$ cat config.mk
export PLATFORM = sky130hd
export DESIGN_NAME = register_file_flat
export DESIGN_NICKNAME = d
export VERILOG_FILES = /design/src/rtl/register_file_if.sv /design/src/rtl/register_file.sv /design/src/flat_wrapper.sv
export SDC_FILE = /design/constraint.sdc
export NUM_CORES = 2
export LEC_CHECK = 0
export CORE_ASPECT_RATIO = 0.7
export CORE_MARGIN = 3
export CORE_UTILIZATION = 40
export DETAILED_ROUTE_END_ITERATION = 10
export SLEW_MARGIN = 40
export SYNTH_ARGS = -nofsm -noshare
export SYNTH_HDL_FRONTEND = slang
export SYNTH_SLANG_ARGS = --single-unit
$ cat constraint.sdc
create_clock -name clk -period 37.7 [get_ports clk]
set_input_delay 3.77 -clock clk [delete_from_list [all_inputs] [get_ports clk]]
set_output_delay 3.77 -clock clk [all_outputs]
set_load 0.005 [all_outputs]
$ cat src/rtl/register_file_if.sv
// Decode-stage register file bus: rs/rt read indices, rd writeback port, and the two read results.
interface register_file_if #(
    parameter int unsigned DATA_WIDTH = 32,
    parameter int unsigned ADDR_WIDTH = 5
);
    logic [ADDR_WIDTH-1:0] rs;
    logic [ADDR_WIDTH-1:0] rt;
    logic [ADDR_WIDTH-1:0] rd;
    logic                  regWrite;
    logic [DATA_WIDTH-1:0] writeData;
    logic [DATA_WIDTH-1:0] readData1;
    logic [DATA_WIDTH-1:0] readData2;

    modport master (
        output rs, rt, rd, regWrite, writeData,
        input  readData1, readData2
    );

    modport slave (
        input  rs, rt, rd, regWrite, writeData,
        output readData1, readData2
    );
endinterface

$ cat src/rtl/register_file.sv
// MIPS GPR file: 32x32, two combinational read ports, one synchronous write port, r0 hardwired to zero.
// Define RF_BYPASS_EN to forward same-cycle writeback data onto matching read ports.
module register_file #(
    parameter int unsigned DATA_WIDTH = 32,
    parameter int unsigned ADDR_WIDTH = 5
) (
    input  logic            clk,
    input  logic            rst,
    register_file_if.slave  bus
);
    localparam int unsigned DEPTH = 2 ** ADDR_WIDTH;

    logic [DATA_WIDTH-1:0] regs_q [DEPTH];
    logic [DATA_WIDTH-1:0] regs_d [DEPTH];
    logic                  wr_en_c;
    logic [DATA_WIDTH-1:0] stored1_c;
    logic [DATA_WIDTH-1:0] stored2_c;

    // Writes to r0 are dropped so the zero register can never be disturbed.
    assign wr_en_c = bus.regWrite && (bus.rd != '0);

    always_comb begin
        regs_d = regs_q;
        if (wr_en_c) begin
            regs_d[bus.rd] = bus.writeData;
        end
        regs_d[0] = '0;
    end

    always_ff @(posedge clk or posedge rst) begin
        if (rst) begin
            for (int unsigned i = 0; i < DEPTH; i++) begin
                regs_q[i] <= '0;
            end
        end else begin
            regs_q <= regs_d;
        end
    end

    always_comb begin
        stored1_c = (bus.rs == '0) ? '0 : regs_q[bus.rs];
        stored2_c = (bus.rt == '0) ? '0 : regs_q[bus.rt];
    end

`ifdef RF_BYPASS_EN
    // Write-through: pending writeback data appears on a matching read port before the edge.
    logic fwd1_c;
    logic fwd2_c;

    assign fwd1_c = wr_en_c && (bus.rd == bus.rs);
    assign fwd2_c = wr_en_c && (bus.rd == bus.rt);

    assign bus.readData1 = rst ? '0 : (fwd1_c ? bus.writeData : stored1_c);
    assign bus.readData2 = rst ? '0 : (fwd2_c ? bus.writeData : stored2_c);
`else
    assign bus.readData1 = rst ? '0 : stored1_c;
    assign bus.readData2 = rst ? '0 : stored2_c;
`endif

endmodule

$ cat src/flat_wrapper.sv
// flat-port wrapper written by rule: the top's interface ports become plain ports
module register_file_flat 
#(
    parameter int unsigned DATA_WIDTH = 32,
    parameter int unsigned ADDR_WIDTH = 5
)
  (clk, rst, bus_rs, bus_rt, bus_rd, bus_regWrite, bus_writeData, bus_readData1, bus_readData2);
  register_file_if #(.DATA_WIDTH(DATA_WIDTH), .ADDR_WIDTH(ADDR_WIDTH)) bus_i ();
  input  logic clk;
  input  logic rst;
  input wire logic [$bits(bus_i.rs)-1:0] bus_rs;
  input wire logic [$bits(bus_i.rt)-1:0] bus_rt;
  input wire logic [$bits(bus_i.rd)-1:0] bus_rd;
  input wire logic [$bits(bus_i.regWrite)-1:0] bus_regWrite;
  input wire logic [$bits(bus_i.writeData)-1:0] bus_writeData;
  output wire logic [$bits(bus_i.readData1)-1:0] bus_readData1;
  output wire logic [$bits(bus_i.readData2)-1:0] bus_readData2;
  assign bus_i.rs = bus_rs;
  assign bus_i.rt = bus_rt;
  assign bus_i.rd = bus_rd;
  assign bus_i.regWrite = bus_regWrite;
  assign bus_i.writeData = bus_writeData;
  assign bus_readData1 = bus_i.readData1;
  assign bus_readData2 = bus_i.readData2;
  register_file #(.DATA_WIDTH(DATA_WIDTH), .ADDR_WIDTH(ADDR_WIDTH)) u_core (.clk(clk), .rst(rst), .bus(bus_i));
endmodule
After elaboration in Yosys (flattened, before gate mapping)
Index checks and enable logic that the tools add are counted.
{"block": "totals", "elab_cells": 56, "register_bits": 992, "inputBits": 50, "out_inout_bits": 64}
{"block": "classes", "bitwise": 3, "order_cmp": 4, "muxes": 13, "n_reduce_logical": 5}
{"cell": "bitwise mux 1024 bit", "count": 1}
{"cell": "binary-select mux 32 bit (select 5 bit)", "count": 2}
{"cell": "2-to-1 mux 32 bit", "count": 9}
{"cell": "demux 32 bit (select 5 bit)", "count": 1}
{"cell": "greater-or-equal comparator 6 bit (second input constant)", "count": 3}
{"cell": "NOT 5 -> 6 bit", "count": 3}
{"cell": "zero test 5 bit", "count": 2}
{"cell": "less-than comparator 6 x 1 -> 1 bit (second input constant)", "count": 1}
{"cell": "nonzero test 5 bit", "count": 1}
{"cell": "logical AND 1 bit", "count": 2}

Logic depth before layout (Yosys ltp)
{"block": "logic_depth", "word_depth": 6, "ltp_mapped": 9, "depth_no_buf": 4}

Least setup slack after synthesis
No wires, ideal clock.
{"block": "synth_timing", "kind": "input to output", "startpoint": "in rst", "endpoint": "out bus_readData1[14]", "required_time_ns": 33.930, "n_path_buf": 2, "arrival_ns": 25.971, "setup_slack_ns": 7.959, "path_stages": 6, "path_cell_list": "clkbuf_1 inv_1 nand2_1 clkbuf_1 nor2_1 o211a_1"}
{"block": "synth_via", "elab_chain_cells": 1}
{"element": "start: declaration", "line": "flat_wrapper.sv:10", "source": "input logic rst;"}
{"element": "2-to-1 mux 32 bit", "line": "register_file.sv:56", "source": "assign bus.readData1 = rst ? '0 : stored1_c;"}
{"element": "end: declaration", "line": "flat_wrapper.sv:16", "source": "output wire logic [$bits(bus_i.readData1)-1:0] bus_readData1;"}
Every way passes these cells.

Worst setup path after layout
{"block": "layout_timing", "startpoint": "in bus_rs[1]", "endpoint": "out bus_readData1[26]"}
{"block": "layout_via", "elab_chain_cells": 6, "elab_cells_between_ends": 7, "classes_between": "mux (5); bitwise (1); reduce/logical (1)"}
{"element": "start: declaration", "line": "flat_wrapper.sv:11", "source": "input wire logic [$bits(bus_i.rs)-1:0] bus_rs;"}
{"element": "NOT 5 -> 6 bit (not written as such)", "line": "register_file.sv:41", "source": "stored1_c = (bus.rs == '0) ? '0 : regs_q[bus.rs];"}
{"element": "binary-select mux 32 bit (select 5 bit)", "line": "register_file.sv:41"}
{"element": "2-to-1 mux 32 bit (not written as such) (2 in series)", "line": "register_file.sv:41"}
{"element": "2-to-1 mux 32 bit *", "line": "register_file.sv:41"}
{"element": "2-to-1 mux 32 bit *", "line": "register_file.sv:56"}
Every way passes the cells marked *; elsewhere a longest branch is shown, timed or not. The select of a mux whose other input is x is not followed.

==> impl_metrics.csv <==
group,metric,value,unit
worst_hold_path,hold_class,"reg -> reg",
drt,detail-route-antenna-nets,0,
run,maxCapViolations,0,
sta,drv_slew,0,
setup_path,max_stage_delay,790,ps
power_and_ir_drop,peakVddDrop,0.03253,mV
yosys,synth_compound_area_frac,0.05359,
die,die_area,137100,µm²
final_layout,final.fill_count,11560,
sta,tns,0,ps
setup_path,startpoint,"bus_rs[1]",
clock_tree,h-tree-depth,3,
setup_path,critPathArrivalTime,8210,ps
sta,grt_setup_unrepaired,"false",
setup_path,endpoint,"bus_readData1[26]",
sta,finalHoldViolCount,0,
sta,max_clock_freq,0.08350,GHz
final_layout,seqCellArea,24820,µm²
setup_path,crit_fanout,57,
setup_path,cp_top_family,"buffers and inverters",
yosys,synthMuxAreaShare,0.4299,
die,fp-row-count,111,
grt,grt_max_degree,111,
final_layout,top_register,"u_core.regs_q",
clock_tree,clkTransAtPathRegs,60,ps
sta,slew_headroom,0.3960,
drt,route.detailed.drc,0,
grt,grt_pass1_vias,34390,
die,die_w,441.3,µm
die,start_util,0.4042,
yosys,synth-edff-count,0,
clock_tree,numCtsBuffers,101,
clock_tree,post_cts_buffers,0,
drt,viasPerCell,6.456,
setup_path,crit-reg2reg-launch,"u_core.regs_q[951]",
power_and_ir_drop,p_leak,0.02518,µW
sta,worst_pin_slew,903.8,ps
clock_tree,clockRootBuffer,"clkbuf_16",
final_layout,syn_to_final_growth,12.34,%
placement,gp_congestion,0.7868,
placement,portBuffers,113,
final_layout,final_nets,3496,
final_layout,drive_gt1_frac,0.5282,
yosys,ys_ff_latch,992,
drt,drtIter0Drc,3439,
clock_tree,cts_resized,0,
final_layout,reg_top3,"u_core.regs_q (992)",
yosys,yosysUniqueCellTypes,50,
final_layout,multiInputGateArea,26800,µm²
clock_tree,cts_tree,"built",
setup_path,crit_chain,"buf_8, buf_4, buf_6, buf_4, mux4_2, o21ai_0, o221a_2, a21oi_1, clkdlybuf4s50_1",
setup_path,start_kind,"primary input",
setup_path,regToRegSetupSlack,36900,ps
setup_path,crit_required,33930,ps
clock_tree,cts_buffer_depth,3,
die,core_area,131200,µm²
die,ioPinCount,114,
grt,globalRoute.totalOverflow,0,
final_layout,largest_register_ffs,992,
setup_path,path_class,"in -> out",
setup_path,rr_endpoint,"u_core.regs_q[951]",
power_and_ir_drop,finalPower,3196,µW
yosys,synth_top_family_by_area,"multiplexers",
clock_tree,insertion_delay,720,ps
setup_path,reg2reg_depth,1,
yosys,ys.flop_type,"dfrtp_1",
sta,setup_ws,25720,ps
clock_tree,cts_hold_buf,0,
yosys,synth_adder_area_share,0,
drt,num_vias,34120,
grt,grt_usage,0.2609,
sta,fin_crit,11980,ps
setup_path,end_kind,"output pin",
setup_path,worst_path_most_repeated_cell,"buf_4",
drt,wirelength,178.4,mm
sta,fin_skew,0,ps
die,die_height,310.7,µm
yosys,synth_area_per_cell,15.07,µm²
yosys,syn-num-nets,3570,
setup_path,critPathBufInv,5,
yosys,synth-simple-area-share,0.01531,
yosys,async_reset_ff_frac,1.000,
yosys,synth_xor_area_frac,0,
grt,grt_first_pass_wirelength,258.9,mm
grt,antenna_found_initial,7,
drt,first_pass_iters,5,
yosys,ys_warn_count,0,
yosys,synthCells,3520,
drt,route.detailed.wl_per_inst,33.76,µm
sta,setup_viol,0,
placement,dp_slack,25780,ps
placement,place_hpwl,97.97,mm
setup_path,crit_slowest_cell,"buf_4",
clock_tree,clock_sinks,992,
power_and_ir_drop,power_density,53.63,nW/µm²
yosys,netlist_area,53050,µm²
yosys,yosysSeqAreaShare,0.4680,
setup_path,path_depth,9,
sta,fin_crit_sh,0.3177,
status,status,"complete, no violations",
[metal layers]
metal  GRT usage  routed length (µm)  vias up
met5           0                   0        -
met1      0.3793               78190    18700
met3     0.06915               15300      299
met4     0.08408                6126        0
li1            -                   -    13660
met2      0.3795               78820     1455
[cell usage after synthesis, drive strengths merged (5+ instances only)]
| library cell | n | share of area |
|---|---|---|
| a211oi | 43 | 0.0061 |
| a21oi | 17 | 0.0016 |
| a221o | 39 | 0.0074 |
| a221oi | 30 | 0.0050 |
| a22o | 29 | 0.0048 |
| a22oi | 79 | 0.011 |
| a311oi | 27 | 0.0045 |
| buf | 181 | 0.018 |
| clkbuf | 205 | 0.015 |
| dfrtp | 992 | 0.47 |
| mux2 | 1067 | 0.23 |
| mux2i | 124 | 0.023 |
| mux4 | 424 | 0.18 |
| nand2 | 58 | 0.0041 |
| nand2b | 5 | 0.00059 |
| nand3 | 8 | 0.00075 |
| nand3b | 7 | 0.00099 |
| nor2 | 40 | 0.0028 |
| nor2b | 16 | 0.0019 |
| nor3 | 8 | 0.00075 |
| nor3b | 5 | 0.00080 |
| nor4 | 6 | 0.00083 |
| o211a | 12 | 0.0023 |
| o211ai | 11 | 0.0016 |
| o21a | 10 | 0.0014 |
| o21ai | 15 | 0.0014 |
| o221a | 9 | 0.0019 |
| o22ai | 23 | 0.0027 |
[kinds of logic (layout without fill, tap and decap cells)]
kind of cell / after synthesis / count (layout)
flops: 992 / 992
mux: 1615 / 1615
buf+inv: 391 / 400
simple gates: 166 / 166
compound gates: 356 / 356
other cells: 0 / 5
[layout by cell type (no fill, tap or decap), types with 17 or more instances in the layout]
cell type        synthesis  routed
mux2i_1                124     124
clkdlybuf4s50_1          0      73
a22o_1                  29      29
nor2_4                   0      18
clkbuf_8                 0      24
bufinv_16                0      17
dfrtp_1                992     992
a22oi_1                 79      79
buf_6                    8      24
mux2_2                1067    1067
clkinv_2                 0      19
clkbuf_16                0     105
a311oi_1                27      27
clkbuf_1               204      18
a211oi_1                43      43
o22ai_1                 23      23
nand2_1                 58      43
a221o_1                 39      39
a221oi_1                30      30
buf_4                   33      55
mux4_2                 424     424
nor2_1                  40      19
buf_2                   77      34
a21oi_1                 17      17
[how the worst min path moves through the flow]
stage / startpoint / to / slack, ps / cells after the start
final: u_core.regs_q[293] / u_core.regs_q[293] / 520 / 1
after global routing: u_core.regs_q[293] / u_core.regs_q[293] / 530 / 1
after CTS: u_core.regs_q[818] / u_core.regs_q[818] / 520 / 1
after detailed placement: u_core.regs_q[818] / u_core.regs_q[818] / 510 / 1
after global placement: u_core.regs_q[901] / u_core.regs_q[901] / 500 / 1
after floorplan: u_core.regs_q[926] / u_core.regs_q[926] / 490 / 1
[where the power goes]
| part | switching [µW] | internal, µW |
|---|---|---|
| clock | 456 | 669 |
| combinational | 256 | 388 |
| sequential | 153 | 1270 |
[metrics by stage]
stage | std cells | util | hold slack (ps) | area [µm²]
after global routing | 5282 | 0.4540 | 532.0 | 59580
after floorplan | 3520 | - | 490.5 | 53050
after detailed placement | 5091 | 0.4251 | 506.2 | 55790
after global placement | 5079 | 0.4237 | 499.6 | 55600
after CTS | 5277 | 0.4531 | 521.0 | 59460
final | 5285 | 0.4541 | 521.6 | 59590
[area by class of cell]
| type | instances | share of cell area |
|---|---|---|
| timing repair buffer | 209 | 0.03464 |
| antenna | 5 | 0.0002100 |
| tap | 1751 | 0.03676 |
| multi-input combinational | 2137 | 0.4497 |
| inverter | 5 | 0.0005249 |
| clock buffer | 145 | 0.05031 |
| sequential | 992 | 0.4166 |
| clock inverter | 41 | 0.01134 |
Power figures use the tool's default switching activity.
